**src/rtl/exec_stage.sv**
```systemverilog
// ---------------------------------------------------------------------------
// Module   : exec_stage
// Purpose  : Serial-operand execute stage: read A and B from the register file,
//            shift B, run the ALU, latch result/flags, then write back.
// Options  : `define EXEC_OVF_FLAG_EN to build the signed-overflow (V) flag.
// Revision : 1.0  initial release
// ---------------------------------------------------------------------------
`default_nettype none

module exec_stage #(
  parameter int DATA_W = 16,
  parameter int REG_W  = 3
) (
  input  logic              clk,
  input  logic              reset,
  input  logic              start,
  input  logic [1:0]        op,
  input  logic [1:0]        shift,
  input  logic [REG_W-1:0]  rn,
  input  logic [REG_W-1:0]  rm,
  input  logic [REG_W-1:0]  rd,
  input  logic              wb_en,
  output logic [REG_W-1:0]  readnum,
  input  logic [DATA_W-1:0] rf_rdata,
  output logic [REG_W-1:0]  writenum,
  output logic              write,
  output logic [DATA_W-1:0] wb_data,
  output logic              busy,
  output logic              done,
  output logic [DATA_W-1:0] result,
  output logic              Z,
  output logic              N,
  output logic              V
);

  localparam int MSB = DATA_W - 1;

  typedef enum logic [2:0] {
    S_IDLE = 3'd0,
    S_RD_A = 3'd1,
    S_RD_B = 3'd2,
    S_EXEC = 3'd3,
    S_WB   = 3'd4
  } state_t;

  state_t            state_q, state_d;
  logic [1:0]        op_q, op_d;
  logic [1:0]        shift_q, shift_d;
  logic [REG_W-1:0]  rn_q, rn_d;
  logic [REG_W-1:0]  rm_q, rm_d;
  logic [REG_W-1:0]  rd_q, rd_d;
  logic              wb_en_q, wb_en_d;
  logic [DATA_W-1:0] a_q, a_d;
  logic [DATA_W-1:0] b_q, b_d;
  logic [DATA_W-1:0] result_q, result_d;
  logic              z_q, z_d;
  logic              n_q, n_d;
  logic [DATA_W-1:0] bsh;
  logic [DATA_W-1:0] alu;

  always_comb begin
    bsh = b_q;
    unique case (shift_q)
      2'b00: bsh = b_q;
      2'b01: bsh = {b_q[MSB-1:0], 1'b0};
      2'b10: bsh = {1'b0, b_q[MSB:1]};
      2'b11: bsh = {b_q[MSB], b_q[MSB:1]};
      default: bsh = b_q;
    endcase
    alu = '0;
    unique case (op_q)
      2'b00: alu = a_q + bsh;
      2'b01: alu = a_q - bsh;
      2'b10: alu = a_q & bsh;
      2'b11: alu = ~bsh;
      default: alu = '0;
    endcase
  end

`ifdef EXEC_OVF_FLAG_EN
  logic v_q, v_d;
  logic ovf;

  // Overflow exists only for ADD/SUB; logical ops clear V.
  always_comb begin
    ovf = 1'b0;
    unique case (op_q)
      2'b00: ovf = (a_q[MSB] == bsh[MSB]) && (alu[MSB] != a_q[MSB]);
      2'b01: ovf = (a_q[MSB] != bsh[MSB]) && (alu[MSB] != a_q[MSB]);
      default: ovf = 1'b0;
    endcase
  end

  always_ff @(posedge clk) begin
    if (reset) v_q <= 1'b0;
    else       v_q <= v_d;
  end

  always_comb begin
    v_d = v_q;
    if (state_q == S_EXEC) v_d = ovf;
  end

  assign V = v_q;
`else
  assign V = 1'b0;
`endif

  always_comb begin
    state_d  = state_q;
    op_d     = op_q;
    shift_d  = shift_q;
    rn_d     = rn_q;
    rm_d     = rm_q;
    rd_d     = rd_q;
    wb_en_d  = wb_en_q;
    a_d      = a_q;
    b_d      = b_q;
    result_d = result_q;
    z_d      = z_q;
    n_d      = n_q;
    readnum  = '0;
    writenum = '0;
    wb_data  = '0;
    write    = 1'b0;
    done     = 1'b0;
    busy     = (state_q != S_IDLE);

    case (state_q)
      S_IDLE: begin
        if (start) begin
          op_d    = op;
          shift_d = shift;
          rn_d    = rn;
          rm_d    = rm;
          rd_d    = rd;
          wb_en_d = wb_en;
          state_d = S_RD_A;
        end
      end
      S_RD_A: begin
        readnum = rn_q;
        a_d     = rf_rdata;
        state_d = S_RD_B;
      end
      S_RD_B: begin
        readnum = rm_q;
        b_d     = rf_rdata;
        state_d = S_EXEC;
      end
      S_EXEC: begin
        result_d = alu;
        z_d      = (alu == '0);
        n_d      = alu[MSB];
        state_d  = S_WB;
      end
      S_WB: begin
        // The register file commits on the edge that leaves this state.
        done     = 1'b1;
        write    = wb_en_q;
        writenum = rd_q;
        wb_data  = result_q;
        state_d  = S_IDLE;
      end
      default: state_d = S_IDLE;
    endcase
  end

  always_ff @(posedge clk) begin
    if (reset) begin
      state_q  <= S_IDLE;
      op_q     <= '0;
      shift_q  <= '0;
      rn_q     <= '0;
      rm_q     <= '0;
      rd_q     <= '0;
      wb_en_q  <= 1'b0;
      a_q      <= '0;
      b_q      <= '0;
      result_q <= '0;
      z_q      <= 1'b0;
      n_q      <= 1'b0;
    end else begin
      state_q  <= state_d;
      op_q     <= op_d;
      shift_q  <= shift_d;
      rn_q     <= rn_d;
      rm_q     <= rm_d;
      rd_q     <= rd_d;
      wb_en_q  <= wb_en_d;
      a_q      <= a_d;
      b_q      <= b_d;
      result_q <= result_d;
      z_q      <= z_d;
      n_q      <= n_d;
    end
  end

  assign result = result_q;
  assign Z      = z_q;
  assign N      = n_q;

endmodule

`default_nettype wire

```
**config.mk**
```make
export PLATFORM = sky130hd
export DESIGN_NAME = exec_stage
export DESIGN_NICKNAME = d
export VERILOG_FILES = /design/src/rtl/exec_stage.sv
export SDC_FILE = /design/constraint.sdc
export NUM_CORES = 1
export LEC_CHECK = 0
export ABC_AREA = 1
export CORE_MARGIN = 5
export CORE_UTILIZATION = 23
export DETAILED_ROUTE_END_ITERATION = 10
export HOLD_SLACK_MARGIN = 0.12
export PLACE_DENSITY = 0.46
export RECOVER_POWER = 100
export SYNTH_ARGS = -nofsm -noshare
export SYNTH_HDL_FRONTEND = slang
export SYNTH_SLANG_ARGS = --single-unit
export TNS_END_PERCENT = 30
```
**constraint.sdc**
```tcl
create_clock -name clk -period 6.42 [get_ports clk]
set_clock_uncertainty 0.1 [all_clocks]
set_input_delay 0.963 -clock clk [delete_from_list [all_inputs] [get_ports clk]]
set_output_delay 0.963 -clock clk [all_outputs]
set_load 0.02 [all_outputs]
```
==> metrics.yaml, run 1 <==
critPathMaxStageDelay_ns: 0.81
antenna_cells: 0
grt_overflow: 0
cts_buffers: 9
busiest_layer: "met2"
drive_gt1_share_pct: 7.27
ctsResizeCount: 0
ys_types: 45
die_y_um: 154
cts_tree: "done"
synth.avg_cell_area_um2: 6.39
hold_violations: 0
grt_util_met3_pct: 2.96
fp.coreArea_mm2: 0.0204
clkTransAtPathRegs_ns: 0.06
htree_levels: 3
dr.pass1.iters: 5
status: "finished with violations"
cts_setup_buffers: 0
nets: 858
multi_input_area_mm2: 0.00276
use_met1_pct: 18.0
slew_viol_final: 67
setup_violations: 0
crit_type: "reg -> reg"
ys_warn_count: 0
critical_path.endpoint_type: "flip-flop"
cts.sinks: 66
drt_iter0_drc: 234
stdcell_count: 1081
path_cells: "nor2_1 -> nand2_1 -> nand3_1 -> inv_1 -> ha_1 -> inv_1 -> nor2_1 -> nand4_1 -> o31ai_1 -> nand2_1 -> xor2_1 -> ha_1 -> nand2_1 -> inv_1 -> a21oi_1 -> nand3_1 -> a31oi_1 -> nor2_1 -> o21ai_0 -> nor2_1 -> nand2_1 -> a21oi_2"
synth_edf_count: 0
root_buffer: "clkbuf_16"
num_io_pins: 77
chipWidth_um: 154
grt_pass1_wl_mm: 24.8
fmax_ghz: 0.200
utilization_pct: 29.5
period_share_pct: 78.0
synth-async-reset-ratio_pct: 0
worstMarginPinSlew_ns: 3.26
via_per_inst: 4.39
syn_nets: 801
dp_slack_ns: 2.02
cellPowerDensity_mw_per_mm2: 317
p_leak_uw: 0.00284
antenna_found_initial: 0
gp_congestion: 0.844
synthesis.area_mm2: 0.00479
violations: "capacitance limit, slew limit"
netlist_top_cells_area: "dfxtp_1, nand2_1, inv_1, nor2_1, a211oi_1"
min_period_ns: 5.01
placed_cells: 1066
cts_buffer_depth: 2
hold_path_class: "reg -> reg"
p_total_uw: 1900
routedWlPerCell_um: 14.0
initial_core_util_pct: 23.5
setup_tns_ns: 0
grt_max_degree: 67
port-buffer-count: 75
num_rows: 52
worstPathRequired_ns: 6.40
drv_cap: 1
regArea_mm2: 0.00132
die_area_mm2: 0.0238
yosysSeqAreaShare_pct: 27.6
slowest_stage: "dfxtp_1"
place_hpwl_mm: 11.8
yosys_most_used_dff: "dfxtp_1"
grt_use_met2_pct: 19.7
vias: 4741
synth_top_area_share_pct: 27.6
drc: 0
fillCellCount: 2247
detail-route-antenna-nets: 0
syn2layout_area_growth_pct: 25.3
grt_pass1_vias: 4642
grt_usage_pct: 12.9
worst_skew_pair.late_latency_ns: 0.34
vdd_drop_max_mv: 0.141
start_kind: "flip-flop"
cts_hold_buf: 0
rsz0062_at_grt: "no"
slew_headroom_pct: -118
synthCells: 750
synth_top_area_cell: "dfxtp_1"
ys_seq_elements: 66
crit_arrival_ns: 4.99
finalWorstSetupSlack_ns: 1.41
crit_fanout: 18
wirelength_mm: 15.2
-- synthesized netlist by cell type, types with 2 or more instances --
cell and count:
nand2_1 161, inv_1 130, nor2_1 101, dfxtp_1 66
a211oi_1 42, nand3_1 38, a21oi_1 33, o21ai_0 30
clkbuf_1 19, ha_1 17, nand4_1 15, xor2_1 11
nand3_2 10, nand2_2 7, nor2_4 7, o21ai_1 6
nor2_2 5, nor3_1 5, buf_2 4, nand3b_1 4
a31oi_1 3, buf_1 3, buf_4 3, buf_6 3
inv_2 3, o22ai_1 3, o21bai_1 2, xnor2_1 2
-- worst max-delay path, delay by kind of cell (launching register included) --
kind	cells	cell delay, ns
and+or+nand+nor	11	1.60
AOI/OAI and AO/OA	5	1.35
DFF	1	0.81
adders and majority gates	2	0.51
buffers and inverters	3	0.21
xor gates and xnor gates	1	0.17
-- path summary, 6_finish.rpt --
kind	startpoint	slack (ns)	endpoint	cells after the start
hold / removal	rm_q[0]	0.36	rm_q[0]	2
setup / recovery	shift_q[1]	1.41	Z	22
hold reg to reg	rm_q[0]	0.36	rm_q[0]	2
setup reg to reg	shift_q[1]	1.41	Z	22
-- layout by cell type, fill, tap and decap left out, drive strengths merged, types with 2 or more instances in the layout --
| cell type | synthesis | routed |
|---|---|---|
| a211oi | 42 | 42 |
| a21oi | 34 | 34 |
| a31oi | 3 | 3 |
| buf | 13 | 3 |
| bufinv | 1 | 2 |
| clkbuf | 19 | 10 |
| clkdlybuf4s50 | 0 | 31 |
| clkinv | 1 | 3 |
| clkinvlp | 0 | 2 |
| dfxtp | 66 | 66 |
| dlygate4sd3 | 0 | 43 |
| ha | 17 | 17 |
| inv | 134 | 135 |
| nand2 | 169 | 169 |
| nand3 | 49 | 49 |
| nand3b | 5 | 5 |
| nand4 | 15 | 15 |
| nor2 | 113 | 113 |
| nor3 | 6 | 6 |
| o21ai | 37 | 37 |
| o21bai | 2 | 2 |
| o22ai | 3 | 3 |
| o31ai | 2 | 2 |
| xnor2 | 2 | 2 |
| xor2 | 11 | 11 |
-- cell families after synthesis --
logic type,count (synthesis),share of synthesized area (%)
buf+inv,168,14.4
other cells,1,0.0782
xor+xnor,13,2.38
compound gates,125,16.2
flops,66,27.6
fa+ha+maj,18,4.86
simple gates,359,34.5
-- metrics by stage --
step	hold WS (ns)	instance area, µm²
finish	0.364	6010
detailed placement	0.354	5740
CTS	0.367	6030
floorplan	0.340	4790
global placement	0.354	5740
global route	0.387	6010
-- layer usage --
| metal | routed length, µm | vias up |
|---|---|---|
| met5 | 0 | - |
| met4 | 317 | 0 |
| met3 | 747 | 21 |
| met2 | 6540 | 95 |
| met1 | 7550 | 2116 |
| li1 | - | 2509 |
-- power breakdown --
part	internal, µW	switching, µW	leakage, µW	total, µW
combinational	317	604	0.00216	921
sequential	448	32.3	0.000540	480
clock	300	203	0.000138	503
total	1060	840	0.00284	1900
-- final cells by class --
cell class | instances | area share, %
Timing Repair Buffer | 78 | 12.7
Sequential cell | 66 | 22.0
Clock buffer | 9 | 3.75
Clock inverter | 6 | 1.12
Multi-Input combinational cell | 516 | 46.0
Tap cell | 270 | 5.62
Inverter | 136 | 8.83
-- sequential cells by signal, summed over array words and instances (netlist names) --
register / cells
rm_q: 3
b_q: 16
rd_q: 3
a_q: 16
Z: 1
shift_q: 2
state_q: 3
result: 16
wb_en_q: 1
rn_q: 3
op_q: 2
No activity file was read; power rests on OpenSTA's default activity.
==> run 2, diff against run 1 <==
==> constraint.sdc (replaced) <==
create_clock -name clk -period 5 [get_ports clk]
set_clock_uncertainty 0.1 [all_clocks]
set_input_delay 0.75 -clock clk [delete_from_list [all_inputs] [get_ports clk]]
set_output_delay 0.75 -clock clk [all_outputs]
set_load 0.02 [all_outputs]
==> run 2 against run 1 <==
  * The flow still finishes with violations (capacitance limit, slew limit)
  * Design area up 0.48%
  * Hold slack better by 0.0016 ns
  * Wire length about the same
  * Clock power up 31%
  * Setup slack worse by 0.83 ns
  * Cell count up 0.19%
  * Critical path type unchanged
  * Critical endpoint unchanged
==> metrics.yaml, run 2 (synthesized netlist as in run 1, its figures left out) <==
detail-route-antenna-nets: 0  # unchanged
nets: 859  # +0.12%
drc: 0  # unchanged
reg2reg_depth: 23  # +4.5%
rsz0062_at_grt: "no"
drv_cap: 1  # unchanged
crit_fanout: 18  # unchanged
slew_viol_final: 50  # -25%
antenna_found_initial: 0  # unchanged
p_leak_uw: 0.00285  # +0.40%
slew_headroom_pct: -68.6  # +49 points
num_io_pins: 77  # unchanged
place_hpwl_mm: 11.9  # +1.0%
pwr-share-comb_pct: 48.2  # -0.2 points
worstMarginPinSlew_ns: 2.53  # -0.736 ns
cts_tree: "done"
final_cell_mix: "nand2_1, inv_1, nor2_1, dfxtp_1, dlygate4sd3_1"
cp.depth: 23  # +4.5%
syn2layout_area_growth_pct: 25.9
initial_core_util_pct: 23.5  # unchanged
min_period_ns: 4.42  # -0.590 ns
worstPathRequired_ns: 5.09  # -1.31 ns
fmax_ghz: 0.226  # +13%
grt_pass1_wl_mm: 25.2  # +1.5%
critPathBufInv: 2  # -1
die_area_mm2: 0.0238  # unchanged
drt_iter0_drc: 236  # +0.85%
cpMostUsedCell: "nand2_1"
routedWlPerCell_um: 14.0  # -0.17%
grt_usage_pct: 13.1  # +0.28 points
period_share_pct: 88.4  # +10 points
wirelength_mm: 15.2  # about the same
dr.pass1.iters: 5  # unchanged
drive_gt1_share_pct: 7.38  # +0.11 points
hold_violations: 0  # unchanged
cp_top_family: "simple AND/OR/NAND/NOR gates"
placed_cells: 1067  # +0.094%
hold_depth: 2  # unchanged
p_sw_uw: 1090  # +29%
chipWidth_um: 154  # unchanged
via_per_inst: 4.32  # -1.4%
fp.coreArea_mm2: 0.0204  # unchanged
hold_path_class: "reg -> reg"
antenna_cells: 0  # unchanged
stdcell_count: 1083  # +0.19%
clkPwrFrac_pct: 26.7  # +0.3 points
crit_type: "reg -> reg"
critical_path.endpoint_type: "flip-flop"
start_kind: "flip-flop"
slowest_stage: "dfxtp_1"
grt_overflow: 0  # unchanged
die_y_um: 154  # unchanged
violations: "capacitance limit, slew limit"
port-buffer-count: 75  # unchanged
status: "finished with violations"
final_common_cell: "nand2_1"
setup_violations: 0  # unchanged
crit_arrival_ns: 4.51  # -0.48 ns
vias: 4683  # -1.2%
grt_pass1_vias: 4723  # +1.7%
num_rows: 52  # unchanged
cts_buffer_depth: 2  # unchanged
gp_congestion: 0.842  # -0.19%
clkTransAtPathRegs_ns: 0.06  # about the same
htree_levels: 3  # unchanged
cts.sinks: 66  # unchanged
cts_setup_buffers: 0  # unchanged
switching_share_pct: 44.1  # about the same
root_buffer: "clkbuf_16"
p_seq_share_pct: 25.1  # about the same
critPathMaxStageDelay_ns: 0.82  # about the same
cellPowerDensity_mw_per_mm2: 408  # +29%
setup_tns_ns: 0  # unchanged
worst_skew_pair.late_latency_ns: 0.35  # about the same
grt_max_degree: 50  # -25%
path_cells: "nor2_1 -> nand2_1 -> nand3_1 -> inv_1 -> ha_1 -> inv_1 -> nor2_1 -> nand4_1 -> o31ai_4 -> nand2_1 -> xor2_1 -> ha_1 -> nand2_1 -> nor2_1 -> nand3_1 -> nand3_1 -> a31oi_1 -> nand2_1 -> nand2_1 -> o21ai_1 -> nor2_1 -> nand2_1 -> a21oi_2"
ctsResizeCount: 0  # unchanged
cts_hold_buf: 0  # unchanged
vdd_drop_max_mv: 0.186  # +32%
cts_buffers: 9  # unchanged
internal-power_uw: 1380  # +29%
-- run 2: cell types whose count changed in the layout (fill, tap and decap cells not counted), sizes merged --
cell    before  now
clkbuf      10   11
inv        135  136
-- run 2: metal layers --
layer | up-vias | share of wire [%] | global-route usage, %
met5 | - | 0 | 0
met2 | 86 | 44 | 20.2
li1 | 2512 | - | -
met3 | 12 | 5.2 | 3.49
met1 | 2073 | 50 | 18.5
met4 | 0 | 1.2 | 2.90
-- run 2: layout make-up --
| type | instances | area, µm² |
|---|---|---|
| Multi-Input combinational cell | 516 | 2780 |
| Tap cell | 270 | 338 |
| Inverter | 136 | 531 |
| Clock buffer | 9 | 225 |
| Sequential cell | 66 | 1320 |
| Timing Repair Buffer | 79 | 771 |
| Clock inverter | 7 | 76.3 |
| Fill cell | 2262 | 14300 |
-- run 2: tightest hold or removal path, stage by stage, from the launching register on --
cell and delay [ns]:
dfxtp_1 0.30, inv_1 0.06, a211oi_1 0.07
-- run 2: worst paths after layout --
kind	startpoint	endpoint	slack, ns
max	shift_q[1]	Z	0.58
min	rm_q[0]	rm_q[0]	0.37
max reg2reg	shift_q[1]	Z	0.58
min reg2reg	rm_q[0]	rm_q[0]	0.37
-- run 2: through the flow --
step                total power (µW)  utilization (%)  hold slack [ns]  setup slack (ns)  instance area, µm²
floorplan                       1500                -            0.340              1.65                4790
global placement                1830             28.2            0.355             0.733                5750
detailed placement              1820             28.2            0.357             0.672                5750
CTS                             2500             29.7            0.367             0.667                6050
global route                    2690             29.6            0.384             0.187                6040
finish                          2460             29.6            0.366             0.582                6040
-- run 2: power groups by stage --
stage               Combinational, µW  Sequential [µW]  Clock [µW]
finish                           1190              617         658
global route                     1360              624         703
CTS                              1200              618         686
detailed placement               1190              629           0
global placement                 1200              629           0
floorplan                         886              617           0
